===== src/rtl/universal_shift_engine.sv =====
// Frame-based universal shift register: PIPO/PISO/SIPO/SISO with selectable frame
// length, LSB/MSB-first ordering, start/busy/done handshake and synchronous abort.
module universal_shift_engine #(
    parameter int DW = 8,
    parameter int LW = $clog2(DW + 1)
) (
    input  logic          clk,
    input  logic          rst,
    input  logic          start,
    input  logic [1:0]    mode,
    input  logic          msb_first,
    input  logic [LW-1:0] len,
    input  logic          shift_en,
    input  logic          abort,
    input  logic [DW-1:0] par_in,
    input  logic          ser_in,
    output logic [DW-1:0] par_out,
    output logic          ser_out,
    output logic          busy,
    output logic          done,
    output logic [LW-1:0] bit_cnt
);

    typedef enum logic {IDLE = 1'b0, SHIFT = 1'b1} state_t;

    localparam logic [1:0]    M_PIPO = 2'd0;
    localparam logic [1:0]    M_PISO = 2'd1;
    localparam logic [1:0]    M_SIPO = 2'd2;
    localparam logic [1:0]    M_SISO = 2'd3;
    localparam logic [LW-1:0] DW_L   = LW'(DW);

    // A zero or oversized request means a full-width frame.
    function automatic logic [LW-1:0] eff_len(input logic [LW-1:0] l);
        if (l == '0 || l > DW_L) return DW_L;
        return l;
    endfunction

    function automatic logic [DW-1:0] len_mask(input logic [LW-1:0] l);
        logic [DW-1:0] m;
        for (int i = 0; i < DW; i++) m[i] = (i < int'(l));
        return m;
    endfunction

    // Shift only the low l bits; bits at and above l come out as 0.
    function automatic logic [DW-1:0] shift_frame(input logic [DW-1:0] r,
                                                  input logic [LW-1:0] l,
                                                  input logic          msb,
                                                  input logic          in_bit);
        logic [DW-1:0] n;
        n = '0;
        for (int i = 0; i < DW; i++) begin
            if (msb) begin
                if (i == 0)           n[i] = in_bit;
                else if (i < int'(l)) n[i] = r[(i + DW - 1) % DW];
            end else begin
                if (i == int'(l) - 1)     n[i] = in_bit;
                else if (i < int'(l) - 1) n[i] = r[(i + 1) % DW];
            end
        end
        return n;
    endfunction

    function automatic logic out_bit(input logic [DW-1:0] r,
                                     input logic [LW-1:0] l,
                                     input logic          msb);
        logic b;
        b = 1'b0;
        for (int i = 0; i < DW; i++) begin
            if (msb ? (i == int'(l) - 1) : (i == 0)) b = r[i];
        end
        return b;
    endfunction

    state_t          state_q, state_d;
    logic [1:0]      mode_q;
    logic            msb_q;
    logic [LW-1:0]   len_q;
    logic [LW-1:0]   bit_cnt_q;
    logic [DW-1:0]   sreg_q;
    logic [DW-1:0]   par_out_q;
    logic            ser_out_q;
    logic            done_q;

    logic            accept;
    logic            do_shift;
    logic            last_shift;
    logic            in_bit;
    logic [DW-1:0]   shifted;

    always_comb begin
        accept     = (state_q == IDLE) && start;
        do_shift   = (state_q == SHIFT) && shift_en && !abort;
        last_shift = do_shift && (bit_cnt_q == len_q - LW'(1));
        in_bit     = (mode_q == M_SIPO || mode_q == M_SISO) ? ser_in : 1'b0;
        shifted    = shift_frame(sreg_q, len_q, msb_q, in_bit);
    end

    always_comb begin
        state_d = state_q;
        case (state_q)
            IDLE:    if (accept && mode != M_PIPO) state_d = SHIFT;
            SHIFT:   if (abort || last_shift)      state_d = IDLE;
            default: state_d = IDLE;
        endcase
    end

    always_ff @(posedge clk or negedge rst) begin
        if (!rst) state_q <= IDLE;
        else      state_q <= state_d;
    end

    always_ff @(posedge clk or negedge rst) begin
        if (!rst) begin
            mode_q    <= '0;
            msb_q     <= 1'b0;
            len_q     <= '0;
            bit_cnt_q <= '0;
            sreg_q    <= '0;
            par_out_q <= '0;
            ser_out_q <= 1'b0;
            done_q    <= 1'b0;
        end else begin
            done_q <= 1'b0;
            if (accept) begin
                mode_q    <= mode;
                msb_q     <= msb_first;
                len_q     <= eff_len(len);
                bit_cnt_q <= '0;
                case (mode)
                    M_PIPO: begin
                        par_out_q <= par_in;
                        done_q    <= 1'b1;
                    end
                    M_PISO, M_SISO: sreg_q <= par_in & len_mask(eff_len(len));
                    M_SIPO:         sreg_q <= '0;
                    default:        sreg_q <= '0;
                endcase
            end else if (state_q == SHIFT && abort) begin
                bit_cnt_q <= '0;
            end else if (do_shift) begin
                sreg_q <= shifted;
                if (mode_q == M_PISO || mode_q == M_SISO)
                    ser_out_q <= out_bit(sreg_q, len_q, msb_q);
                if (last_shift) begin
                    bit_cnt_q <= '0;
                    done_q    <= 1'b1;
                    if (mode_q == M_SIPO || mode_q == M_SISO) par_out_q <= shifted;
                end else begin
                    bit_cnt_q <= bit_cnt_q + LW'(1);
                end
            end
        end
    end

    assign par_out = par_out_q;
    assign ser_out = ser_out_q;
    assign busy    = (state_q == SHIFT);
    assign done    = done_q;
    assign bit_cnt = bit_cnt_q;

endmodule


===== config.mk =====
export PLATFORM = sky130hd
export DESIGN_NAME = universal_shift_engine
export DESIGN_NICKNAME = d
export VERILOG_FILES = /design/src/rtl/universal_shift_engine.sv
export SDC_FILE = /design/constraint.sdc
export NUM_CORES = 1
export LEC_CHECK = 0
export ABC_AREA = 1
export CORE_MARGIN = 4
export CORE_UTILIZATION = 54
export CTS_CLUSTER_DIAMETER = 40
export DETAILED_ROUTE_END_ITERATION = 8
export PLACE_DENSITY = 0.85
export SLEW_MARGIN = 10
export SYNTH_ARGS = -nofsm -noshare
export SYNTH_HDL_FRONTEND = slang
export SYNTH_SLANG_ARGS = --single-unit

===== constraint.sdc =====
create_clock -name clk -period 2.9 [get_ports clk]
set_clock_uncertainty 0.15 [all_clocks]
set_input_delay 0.58 -clock clk [delete_from_list [all_inputs] [get_ports clk]]
set_output_delay 0.58 -clock clk [all_outputs]
set_load 0.005 [all_outputs]

* Yosys cells after proc, flatten, opt, wreduce, memory -nomap -nowiden
Cells that the tools add are included.
** Cells by class
- Bitwise gates (word level) :: 4
- $lt $le $gt $ge :: 24
- $add $sub $neg :: 3
- Mux-type cells :: 79
- Equal/unequal tests :: 17
- Reduce and logical (&&, ||, !) cells :: 23
** Operator list (number)
- $mux W8 :: 9
- $mux W1 :: 59
- $mux W4 :: 9
- $logic_not A32 Y1 :: 1
- $lt A3 B4 Y1 const A :: 8
- $eq A4 B5 Y1 const A :: 4
- $lt A4 B5 Y1 const A :: 4
- $lt A2 B4 Y1 const A :: 4
- $pmux W8 S2 :: 1
- $lt A1 B4 Y1 const A :: 3
- $eq A3 B5 Y1 const A :: 2
- $lt A3 B5 Y1 const A :: 2
- $and A8 B8 Y8 :: 1
- $eq A2 B2 Y1 const B :: 4
- $reduce_bool A2 Y1 :: 4
- $logic_and A1 B1 Y1 :: 6
- $eq A2 B5 Y1 const A :: 1
- $lt A1 B5 Y1 const A :: 1
- $lt A2 B5 Y1 const A :: 1
- $reduce_and A5 Y1 :: 1
- $sub A4 B1 Y5 const B :: 1
- $add A4 B1 Y4 const B :: 1
- $eq A2 B1 Y1 const B :: 2
- $eq A4 B4 Y1 :: 1
- 15 further kinds :: 20
** Word-level totals
- Logic and storage cells :: 159
- Flip-flop bits (word level) :: 30

* Depth between registers and ports, before layout
Gate-level depths: netlist of run 1.
- Depth after elaboration :: 12
- Depth in mapped cells :: 22
- Gate-level depth less buffers :: 21

* Worst setup path before layout of run 1
OpenSTA, ideal clock, no wires.
- Path type :: reg-to-reg
- Start :: reg len_q[0]
- End :: reg ser_out_q (netlist: ser_out)
- Arrival :: 2.283 ns
- Slack :: 0.402 ns
- Stages on the path, launching flop included :: 23
- Path buffers :: 1
- Cells stage by stage :: dfrtp_1 buf_6 clkinv_1 ha_1 inv_1 nand2_1 nand2_2 nand3_2 inv_1 nand2_1 inv_1 ha_1 nand2_1 o21bai_1 nand3_1 nand2_1 nand2_1 nand2_1 nand2_1 nand2_1 nand2_1 nand2_1 nand2_1
** On the way
- Longest elaborated chain between the ends :: 11
- Elaborated cells between the ends (all ways) :: 25
** Ends and longest elaborated chain
- start: declaration :: RTL line 77 : logic [LW-1:0] len_q;
- start signal: assignment :: RTL line 127 : len_q <= eff_len(len);
- $sub A4 B1 Y5 (*) :: RTL line 69 : if (msb ? (i == int'(l) - 1) : (i == 0)) b = r[i];
- $logic_not A32 Y1 :: RTL line 69
- $mux W1 (8 in a row) :: RTL line 69
- $mux W1 (*) :: RTL line 69
- end signal: assignment :: RTL line 143 : ser_out_q <= out_bit(sreg_q, len_q, msb_q);
- end: declaration :: RTL line 81 : logic ser_out_q;
Every way passes the cells marked *; elsewhere a longest branch is shown, timed or not.
A chain may end at the register's enable or synchronous reset.

* Final worst setup path of run 1
- Start :: reg len_q[1]
- End :: reg par_out_q[0] (netlist: par_out[0])
** On the way
- Longest elaborated chain between the ends :: 10
- Elaborated cells between the ends (all ways) :: 16
** Ends and longest elaborated chain
- $sub A4 B1 Y5 :: RTL line 56, 57
- $lt A1 B5 Y1 :: RTL line 57 : else if (i < int'(l) - 1) n[i] = r[(i + 1) % DW];
- $mux W1 :: RTL line 57
- $mux W1 :: RTL line 56 : if (i == int'(l) - 1) n[i] = in_bit;
- $mux W1 :: RTL line 52 : if (msb) begin
- $mux W8 :: RTL line 147 : if (mode_q == M_SIPO || mode_q == M_SISO) par_out_q <= shifted;
- $mux W8 :: RTL line 144 : if (last_shift) begin
- $mux W8 :: RTL line 140 : end else if (do_shift) begin
- $mux W8 :: RTL line 138 : end else if (state_q == SHIFT && abort) begin
- $mux W8 :: RTL line 124 : if (accept) begin
- end signal: assignment :: RTL line 131 : par_out_q <= par_in;
- end signal: assignment :: RTL line 147
- end: declaration :: RTL line 80 : logic [DW-1:0] par_out_q;
Parallel ways exist; a longest one is shown, timed or not. The select of a mux whose other input is x is not followed.

==> flow_metrics.py, run 1 <==
metrics = {
    "run_status": {
        "status": "finished, final reports clean",
    },
    "timing": {
        "relSlewSlack_pct": 72.20,
        "maxSlewViolCount": 0,
        "period_share_pct": 89.67,
        "hold_viol_final": 0,
        "fmax_mhz": 384.6,
        "fin_tns_setup_ns": 0,
        "hold_slack_ns": 0.3544,
        "tightest_slew_ns": 0.4155,
        "finalCriticalPeriod_ns": 2.600,
        "rsz0062_at_grt": "false",
        "setup_viol": 0,
    },
    "synth": {
        "synthCells": 309,
        "yosysWarnings": 0,
        "syn_avg_cell_area_sq_um": 7.244,
        "postSynthNetCount": 338,
        "synth_cell_types": 37,
        "ys_seq_area_share_pct": 33.54,
        "synth_area_leaders": "dfrtp_1 34%, nand2_1 10%, inv_1 7.7%",
        "synth_top_area_cell": "dfrtp_1",
        "synth_top_area_share_pct": 33.54,
        "synth_seq_cells": 30,
        "syn-cell-area_sq_mm": 0.002238,
    },
    "cells_and_area": {
        "multi_input_area_sq_mm": 0.001256,
        "final_util_pct": 68.63,
        "layout-drive-gt1-share_pct": 9.943,
        "diodes": 0,
        "num-fill-cells": 331,
        "syn_to_final_growth_pct": 22.64,
        "regArea_sq_um": 750.7,
        "layout.nets": 381,
        "mostFrequentLayoutCells": "61 x nand2_1, 46 x inv_1, 35 x clkdlybuf4s50_1",
        "layout_commonest_cell": "nand2_1",
    },
    "worst_setup_path": {
        "criticalPathCategory": "flip-flop to flip-flop",
        "max_stage_delay_ns": 0.38,
        "cp_common_cell": "nand2_1",
        "crit_path_top_delay_cell": "dfrtp_1",
        "worstPathArrival_ns": 2.65,
        "reg2reg_slack_ns": 0.30,
        "crit_family": "simple AND/OR/NAND/NOR gates",
        "required_ns": 2.95,
        "crit_fanout": 7,
        "end_kind": "flip-flop",
        "worstPathCellList": "inv_1 > ha_1 > nand2_1 > nor2_1 > inv_1 > ha_1 > nor3b_1 > nand2_1 > o21ai_1 > nand2_1 > a21oi_1",
        "path_buf_inv": 2,
        "crit_path_start_kind": "flip-flop",
    },
    "grt": {
        "grt.overflow.total": 0,
        "grtUsageTotal_pct": 25.44,
        "grt_max_degree": 31,
        "antenna_found_initial": 0,
        "grt_pass1_wl_mm": 10.41,
        "grt_pass1_vias": 2187,
    },
    "power": {
        "vdd_ir_drop_max_mv": 0.4526,
        "power_frac_comb_pct": 48.6,
        "total_power_uw": 1923,
        "clkPwrFrac_pct": 16.3,
        "seqPwrFrac_pct": 35.0,
        "switching_power_uw": 808.6,
        "leakagePower_uw": 0.001334,
        "powerDensity_mw_per_mm2": 700.4,
        "swShare_pct": 42.05,
        "internal_power_uw": 1114,
    },
    "place": {
        "place.detailed.hpwl_mm": 4.764,
        "io_buffers": 35,
        "globalplace.congestion": 0.9553,
    },
    "clocking": {
        "hold_buffers": 0,
        "path_clk_slew_ns": 0.06,
        "cts.sinks": 30,
        "cts_resized": 0,
        "clk_latency_ns": 0.28,
        "cts-htree-levels": 2,
        "cts_buffer_depth": 2,
        "cts_tree": "done",
        "post_cts_buffers": 0,
        "cts-root-buf": "clkbuf_8",
        "numCtsBuffers": 5,
    },
    "die": {
        "core_sq_mm": 0.004000,
        "start_util_pct": 55.96,
        "ios": 36,
        "fp.dieH_um": 72.39,
        "std_cell_rows": 23,
        "fp.dieW_um": 72.39,
        "die_area_sq_mm": 0.005240,
    },
    "drt": {
        "vias": 2352,
        "finalWirelength_mm": 6.308,
        "drtIter0Drc": 291,
        "remaining_drc_errors": 0,
        "first_pass_iters": 5,
        "avgViaCountPerCell": 5.851,
        "post_drt_wl_per_cell_um": 15.69,
        "drtAntennaViolNets": 0,
    },
    "hold_path": {
        "hold_class": "flip-flop to flip-flop",
    },
    "job": {
        "drv_cap": 0,
    },
}
-- cells in the mapped netlist --
master / count
nand2_1: 61
inv_1: 46
dfrtp_1: 30
nand3_1: 29
nor2_1: 26
a21oi_1: 17
o21ai_0: 17
ha_1: 8
nor3_1: 6
o21ai_1: 6
a31oi_1: 5
nand4_1: 5
nor2_2: 5
o22ai_1: 5
nand2_4: 4
clkbuf_1: 3
nand3_2: 3
o2111ai_1: 3
o211ai_1: 3
o21bai_1: 3
xnor2_1: 3
clkinv_1: 2
inv_2: 2
nand2_2: 2
nor3_2: 2
o31ai_1: 2
a31o_2: 1
buf_2: 1
buf_6: 1
clkinv_8: 1
nand2_8: 1
nand3b_4: 1
nor2_8: 1
nor3b_1: 1
o21a_1: 1
xnor2_2: 1
xor2_1: 1
-- stage by stage --
step                setup WS (ns)  cells  area (sq um)
finish                     0.2996    402          2745
global route               0.1371    402          2745
CTS                        0.3598    402          2745
detailed placement         0.3562    395          2669
global placement           0.4329    395          2669
floorplan                  0.4020    309          2238
-- registers in the layout, summed over array words and instances, names as in the netlist --
name / cells
done: 1
bit_cnt: 4
sreg_q: 8
len_q: 4
mode_q: 2
par_out: 8
busy: 1
msb_q: 1
ser_out: 1
-- path summary, 6_finish.rpt --
| kind | cells past startpoint | end | from |
|---|---|---|---|
| setup / recovery | 11 | par_out[0] | len_q[1] |
| hold / removal | 2 | par_out[1] | par_out[1] |
| max in group asynchronous | 2 | msb_q | rst |
| min in group asynchronous | 2 | sreg_q[2] | rst |
| setup reg to reg | 11 | par_out[0] | len_q[1] |
| hold reg to reg | 2 | par_out[1] | par_out[1] |
-- kinds of logic after synthesis --
family,Yosys count,share of synthesized area (%)
XOR/XNOR,5,2.292
AO/OA/AOI/OAI,63,16.32
adder cells (fa/ha/maj),8,4.472
flip-flops,30,33.54
buffers and inverters,56,10.34
AND/OR/NAND/NOR,147,33.04
-- metal layers --
| metal | vias up | part of all wire [%] | GRT usage (%) |
|---|---|---|---|
| met5 | - | 0 | 0 |
| met4 | 0 | 3.2 | 10.25 |
| met2 | 130 | 49 | 41.86 |
| met3 | 26 | 7.9 | 4.017 |
| li1 | 1109 | - | - |
| met1 | 1087 | 40 | 33.48 |
-- tightest hold or removal path, delay by kind of cell (launching register included) --
family	cells	cell delay, ns
DFF	1	0.35
AOI/OAI and AO/OA	1	0.07
and+or+nand+nor	1	0.05
-- cell type report --
| cell class | instances | area share (%) |
|---|---|---|
| multi-input combinational | 223 | 45.76 |
| sequential | 30 | 27.35 |
| timing repair buffer | 41 | 14.40 |
| inverter | 51 | 7.429 |
| clock buffer | 7 | 2.780 |
| tap | 50 | 2.279 |
-- power by group through the flow --
stage                     sequential, uW  clock (uW)  combinational, uW
final                                673         314                935
after global routing                 689         335               1030
after CTS                            668         319                926
after detailed placement             675           0                915
after global placement               674           0                895
after floorplan                      651           0                570
No activity file was read; power rests on OpenSTA's default activity.
==> run 2, diff against run 1 <==
--- a/config.mk
+++ b/config.mk
@@ -10,7 +10,7 @@
 export CORE_UTILIZATION = 54
 export CTS_CLUSTER_DIAMETER = 40
 export DETAILED_ROUTE_END_ITERATION = 8
-export PLACE_DENSITY = 0.85
+export PLACE_DENSITY = 0.81
 export SLEW_MARGIN = 10
 export SYNTH_ARGS = -nofsm -noshare
 export SYNTH_HDL_FRONTEND = slang
==> run 2 against run 1 <==
Compared with the run above: via count fell by 3.3%; highest routed layer unchanged; clock-buffer cell count unchanged; first-iteration DRC count down 44%; final cell count is 0.25% higher; sequential share of layout area shrank 0.12 points; die area did not move; worst hold slack worse by 0.0050 ns; design area is 0.59% higher; global-route usage down 0.17 points; critical path depth grew 10.
==> flow_metrics.py, run 2 (synthesis results as in run 1) <==
metrics = {
    "timing": {
        "finalCriticalPeriod_ns": 2.603,
        "hold_viol_final": 0,
        "maxSlewViolCount": 0,
        "period_share_pct": 89.77,
        "tightest_slew_ns": 0.4978,
        "relSlewSlack_pct": 66.69,
        "setup_viol": 0,
        "fmax_mhz": 384.1,
        "fin_tns_setup_ns": 0,
        "rsz0062_at_grt": "false",
    },
    "die": {
        "die_area_sq_mm": 0.005240,
        "ios": 36,
        "start_util_pct": 55.96,
        "fp.dieH_um": 72.39,
        "std_cell_rows": 23,
        "core_sq_mm": 0.004000,
        "fp.dieW_um": 72.39,
    },
    "cells_and_area": {
        "layout_commonest_cell": "nand2_1",
        "num-fill-cells": 360,
        "syn_to_final_growth_pct": 23.37,
        "layout.nets": 381,
        "final_util_pct": 69.03,
        "mostFrequentLayoutCells": "61 x nand2_1, 46 x inv_1, 35 x clkdlybuf4s50_1",
        "diodes": 0,
        "layout-drive-gt1-share_pct": 10.76,
    },
    "clocking": {
        "post_cts_buffers": 0,
        "clk_latency_ns": 0.28,
        "numCtsBuffers": 5,
        "cts-root-buf": "clkbuf_8",
        "cts-htree-levels": 2,
        "cts.sinks": 30,
        "cts_tree": "done",
        "path_clk_slew_ns": 0.06,
        "cts_buffer_depth": 2,
    },
    "worst_setup_path": {
        "cp_common_cell": "nand2_1",
        "crit_path_start_kind": "flip-flop",
        "required_ns": 2.92,
        "worstPathArrival_ns": 2.62,
        "max_stage_delay_ns": 0.47,
        "timing.rr.end": "ser_out",
        "end_kind": "flip-flop",
        "crit_path_top_delay_cell": "dfrtp_2",
        "worstPathCellList": "inv_1 > ha_1 > inv_1 > nand2_1 > nand2_2 > nand3_2 > inv_1 > nand2_1 > inv_1 > ha_1 > nand2_1 > o21bai_1 > nand3_1 > nand2_1 > nand2_1 > nand2_1 > nand2_1 > nand2_1 > nand2_1 > nand2_1 > nand2_1",
        "ff2ff_path_depth": 21,
        "crit_family": "simple AND/OR/NAND/NOR gates",
        "criticalPathCategory": "flip-flop to flip-flop",
        "crit_fanout": 8,
        "path_buf_inv": 4,
        "rr_startpoint": "len_q[1]",
        "reg2reg_slack_ns": 0.30,
    },
    "place": {
        "place.detailed.hpwl_mm": 4.757,
        "globalplace.congestion": 0.9404,
        "io_buffers": 35,
    },
    "power": {
        "power_frac_comb_pct": 47.0,
        "vdd_ir_drop_max_mv": 0.5153,
        "powerDensity_mw_per_mm2": 703.1,
        "switching_power_uw": 800.2,
        "swShare_pct": 41.21,
        "seqPwrFrac_pct": 35.0,
        "leakagePower_uw": 0.001342,
        "internal_power_uw": 1141,
        "clkPwrFrac_pct": 18.0,
    },
    "drt": {
        "remaining_drc_errors": 0,
        "finalWirelength_mm": 6.102,
        "drtAntennaViolNets": 0,
        "vias": 2274,
        "first_pass_iters": 5,
        "drtIter0Drc": 162,
        "avgViaCountPerCell": 5.643,
        "post_drt_wl_per_cell_um": 15.14,
    },
    "grt": {
        "grt_max_degree": 31,
        "grt_pass1_vias": 2226,
        "antenna_found_initial": 0,
        "grt.overflow.total": 0,
        "grtUsageTotal_pct": 25.26,
        "grt_pass1_wl_mm": 10.25,
    },
    "hold_path": {
        "hold_depth": 2,
        "worstHoldEndpoint": "par_out[1]",
        "hold_start": "par_out[1]",
        "hold_class": "flip-flop to flip-flop",
    },
    "job": {
        "drv_cap": 0,
    },
    "run_status": {
        "status": "finished, final reports clean",
    },
}
## run 2: through the flow
stage | hold slack (ns) | instance area, sq um | power (uW) | std cells | worst slack, ns
6_report | 0.3495 | 2761 | 1942 | 403 | 0.2968
5_1_grt | 0.3845 | 2761 | 2092 | 403 | 0.1013
4_1_cts | 0.3484 | 2760 | 1939 | 403 | 0.2461
3_5_place_dp | 0.3276 | 2669 | 1582 | 395 | 0.2593
3_3_place_gp | 0.3336 | 2669 | 1566 | 395 | 0.3460
2_1_floorplan | 0.1344 | 2238 | 1220 | 309 | 0.4020
## run 2: how the worst max path moves through the flow
| stage | from | depth (start not counted) | slack, ns | to |
|---|---|---|---|---|
| after floorplan | len_q[0] | 22 | 0.40 | ser_out |
| after global placement | start | 10 | 0.35 | sreg_q[4] |
| after detailed placement | len_q[1] | 21 | 0.26 | ser_out |
| after CTS | len_q[1] | 21 | 0.25 | ser_out |
| after global routing | len_q[1] | 21 | 0.10 | ser_out |
| final | len_q[1] | 21 | 0.30 | ser_out |
## run 2: per-layer routing
metal	track usage (%)	vias up	share of wire, %
met5	0	-	0
met3	5.125	8	7.9
met2	39.84	116	47
met1	34.83	1040	44
met4	8.402	0	1.2
li1	-	1110	-
## run 2: repair_timing
item | in CTS | in global routing
endpoints found under the hold margin | 0 | 0
resized for setup | 0 | 1
hold buffers | 0 | 0
setup endpoints to repair | 0 | 1
## run 2: cell type report
class	count	area, sq um	area share (%)
clock buffer	7	86.33	3.126
clock inverter	1	5.005	0.1812
inverter	51	203.9	7.386
multi-input combinational	223	1256	45.49
sequential	30	752.0	27.23
tap	50	62.56	2.266
timing repair buffer	41	395.4	14.32
## run 2: power by group through the flow
stage               Sequential [uW]  Clock, uW  Combinational (uW)
floorplan                       651          0                 570
global placement                680          0                 885
detailed placement              680          0                 902
CTS                             676        353                 910
global route                    696        375                1020
finish                          679        350                 912
## run 2: worst register-to-register path: stages (launching register included)
cell and delay [ns]:
dfrtp_2 0.47, inv_1 0.19, ha_1 0.22, inv_1 0.05, nand2_1 0.07, nand2_2 0.10
nand3_2 0.18, inv_1 0.06, nand2_1 0.07, inv_1 0.05, ha_1 0.20, nand2_1 0.07
o21bai_1 0.12, nand3_1 0.10, nand2_1 0.06, nand2_1 0.05, nand2_1 0.05, nand2_1 0.04
nand2_1 0.05, nand2_1 0.04, nand2_1 0.05, nand2_1 0.05
==> run 3, diff against run 2 <==
--- a/config.mk
+++ b/config.mk
@@ -6,6 +6,7 @@
 export NUM_CORES = 1
 export LEC_CHECK = 0
 export ABC_AREA = 1
+export CORE_ASPECT_RATIO = 1.1
 export CORE_MARGIN = 4
 export CORE_UTILIZATION = 54
 export CTS_CLUSTER_DIAMETER = 40
==> constraint.sdc (replaced) <==
create_clock -name clk -period 2.6 [get_ports clk]
set_clock_uncertainty 0.15 [all_clocks]
set_input_delay 0.52 -clock clk [delete_from_list [all_inputs] [get_ports clk]]
set_output_delay 0.52 -clock clk [all_outputs]
set_load 0.005 [all_outputs]
==> run 3 against run 2 <==
Compared with the run above: worst hold slack better by 0.010 ns; global-route usage is 0.70 points lower; critical endpoint is now par_out[0]; core utilization is 1.6 points higher.
==> flow_metrics.py, run 3 (synthesis results as in run 1) <==
metrics = {
    "place": {
        "globalplace.congestion": 0.9358,
        "preCtsSetupSlack_ns": 0.05855,
        "dp_cells": 402,
        "io_buffers": 35,
        "place.detailed.hpwl_mm": 4.684,
    },
    "worst_setup_path": {
        "crit_path_top_delay_cell": "dfrtp_1",
        "crit_family": "simple AND/OR/NAND/NOR gates",
        "worstPathCellList": "inv_1 > ha_1 > inv_1 > nand2_1 > nand2_2 > nand3_2 > inv_1 > nand2_1 > inv_1 > ha_1 > nor3b_1 > nand2_1 > o21ai_1 > nand2_1 > a21oi_1",
        "ff2ff_path_depth": 15,
        "crit_path_start_kind": "flip-flop",
        "crit_end": "par_out[0]",
        "timing.rr.end": "par_out[0]",
        "reg2reg_slack_ns": 0.21,
        "criticalPathCategory": "flip-flop to flip-flop",
        "worstPathArrival_ns": 2.45,
        "path_buf_inv": 4,
        "path_depth": 15,
        "rr_startpoint": "len_q[1]",
        "end_kind": "flip-flop",
        "required_ns": 2.66,
        "cp-startpoint": "len_q[1]",
        "max_stage_delay_ns": 0.38,
        "crit_fanout": 6,
    },
    "grt": {
        "grt.overflow.total": 0,
        "grtUsageTotal_pct": 24.56,
        "grt_max_degree": 31,
        "grt_pass1_vias": 2181,
        "antenna_found_initial": 0,
        "grt_pass1_wl_mm": 10.19,
    },
    "drt": {
        "avgViaCountPerCell": 5.507,
        "drtIter0Drc": 245,
        "post_drt_wl_per_cell_um": 14.62,
        "drtAntennaViolNets": 0,
        "dr_wl_met3_um": 503,
        "wl_met2_mm": 2.809,
        "finalWirelength_mm": 5.993,
        "highest_layer": "met4",
        "first_pass_iters": 4,
        "wl_met1_mm": 2.600,
        "vias": 2258,
        "remaining_drc_errors": 0,
    },
    "cells_and_area": {
        "num-fill-cells": 369,
        "mostFrequentLayoutCells": "61 x nand2_1, 45 x inv_1, 35 x clkdlybuf4s50_1",
        "regArea_sq_um": 750.7,
        "layout.nets": 386,
        "layout_commonest_cell": "nand2_1",
        "layout-drive-gt1-share_pct": 12.85,
        "final_cells": 410,
        "syn_to_final_growth_pct": 26.10,
        "multi_input_area_sq_mm": 0.001261,
        "diodes": 0,
    },
    "timing": {
        "setup_slack_ns": 0.2127,
        "rsz0062_at_grt": "false",
        "hold_viol_final": 0,
        "setup_viol": 0,
        "fin_tns_setup_ns": 0,
        "finalCriticalPeriod_ns": 2.387,
        "tightest_slew_ns": 0.4422,
        "period_share_pct": 91.82,
        "relSlewSlack_pct": 70.52,
        "maxSlewViolCount": 0,
        "fmax_mhz": 418.9,
    },
    "power": {
        "vdd_ir_drop_max_mv": 0.6042,
        "powerDensity_mw_per_mm2": 801.3,
        "leakagePower_uw": 0.001375,
    },
    "clocking": {
        "cts-htree-levels": 2,
        "cts_tree": "done",
        "cts-root-buf": "clkbuf_8",
        "cts.sinks": 30,
        "post_cts_buffers": 0,
        "cts_buffer_depth": 2,
        "path_clk_slew_ns": 0.07,
        "numCtsBuffers": 5,
        "clk_latency_ns": 0.28,
    },
    "die": {
        "fp.dieW_um": 69.39,
        "die_area_sq_mm": 0.005240,
        "start_util_pct": 56.05,
        "std_cell_rows": 24,
        "core_sq_mm": 0.003994,
        "ios": 36,
        "fp.dieH_um": 75.53,
    },
    "hold_path": {
        "hold_class": "flip-flop to flip-flop",
    },
    "job": {
        "drv_cap": 0,
    },
    "run_status": {
        "status": "finished, final reports clean",
    },
}
==> run 3: cell count changes in the layout (fill, tap and decap cells not counted) <==
cell / delta
buf_4: +5
bufinv_16: +1
clkbuf_1: -1
clkbuf_8: -1
clkinv_2: +1
dfrtp_1: +1
dfrtp_2: -1
ha_1: -1
ha_2: +1
inv_1: -1
inv_2: +1
nor2_1: -1
nor2_2: +1
==> run 3: how the worst min path moves through the flow <==
stage                             to        from  cells after the start  slack, ns
after floorplan           bit_cnt[0]         rst                      0       0.07
after global placement    par_out[1]  par_out[1]                      2       0.33
after detailed placement  par_out[1]  par_out[1]                      2       0.34
after CTS                 par_out[1]  par_out[1]                      2       0.36
after global routing      par_out[7]  par_out[7]                      2       0.40
final                     par_out[1]  par_out[1]                      2       0.36
==> run 3: final cells by class <==
cell class / instances / share of cell area, %
Sequential cell: 30 / 26.60
Tap cell: 52 / 2.305
Inverter: 51 / 7.225
Multi-Input combinational cell: 223 / 44.68
Timing Repair Buffer: 46 / 15.34
Clock inverter: 3 / 1.418
Clock buffer: 5 / 2.438
==> run 3: power breakdown <==
group | switching (uW) | internal [uW]
Sequential | 139 | 612
Combinational | 582 | 464
Clock | 183 | 282
==> run 3: stage by stage <==
stage / hold WS, ns / util [%] / area [sq um] / total power [uW]
detailed placement: 0.3353 / 67.83 / 2709 / 1786
finish: 0.3596 / 70.68 / 2823 / 2262
global route: 0.3997 / 70.68 / 2823 / 2428
CTS: 0.3612 / 70.55 / 2818 / 2262
floorplan: 0.07441 / - / 2238 / 1361
global placement: 0.3285 / 67.83 / 2709 / 1764
==> run 3: metal layers <==
metal / track usage (%) / vias up
met5: 0 / -
met4: 8.677 / 0
met3: 3.958 / 10
met2: 41.63 / 111
met1: 32.42 / 1018
li1: - / 1119
==> run 3: worst reg2reg max path: stages, from the launching register on <==
cell     delay, ns
dfrtp_1       0.38
inv_1         0.15
ha_1          0.21
inv_1         0.05
nand2_1       0.06
nand2_2       0.11
nand3_2       0.11
inv_1         0.04
nand2_1       0.06
inv_1         0.04
ha_1          0.20
nor3b_1       0.20
nand2_1       0.08
o21ai_1       0.20
nand2_1       0.13
a21oi_1       0.15
==> run 3: repair_timing <==
item,CTS,global route
endpoints found under the setup margin,0,2
endpoints found under the hold margin,0,0
hold buffers,0,0
resized for setup,0,3
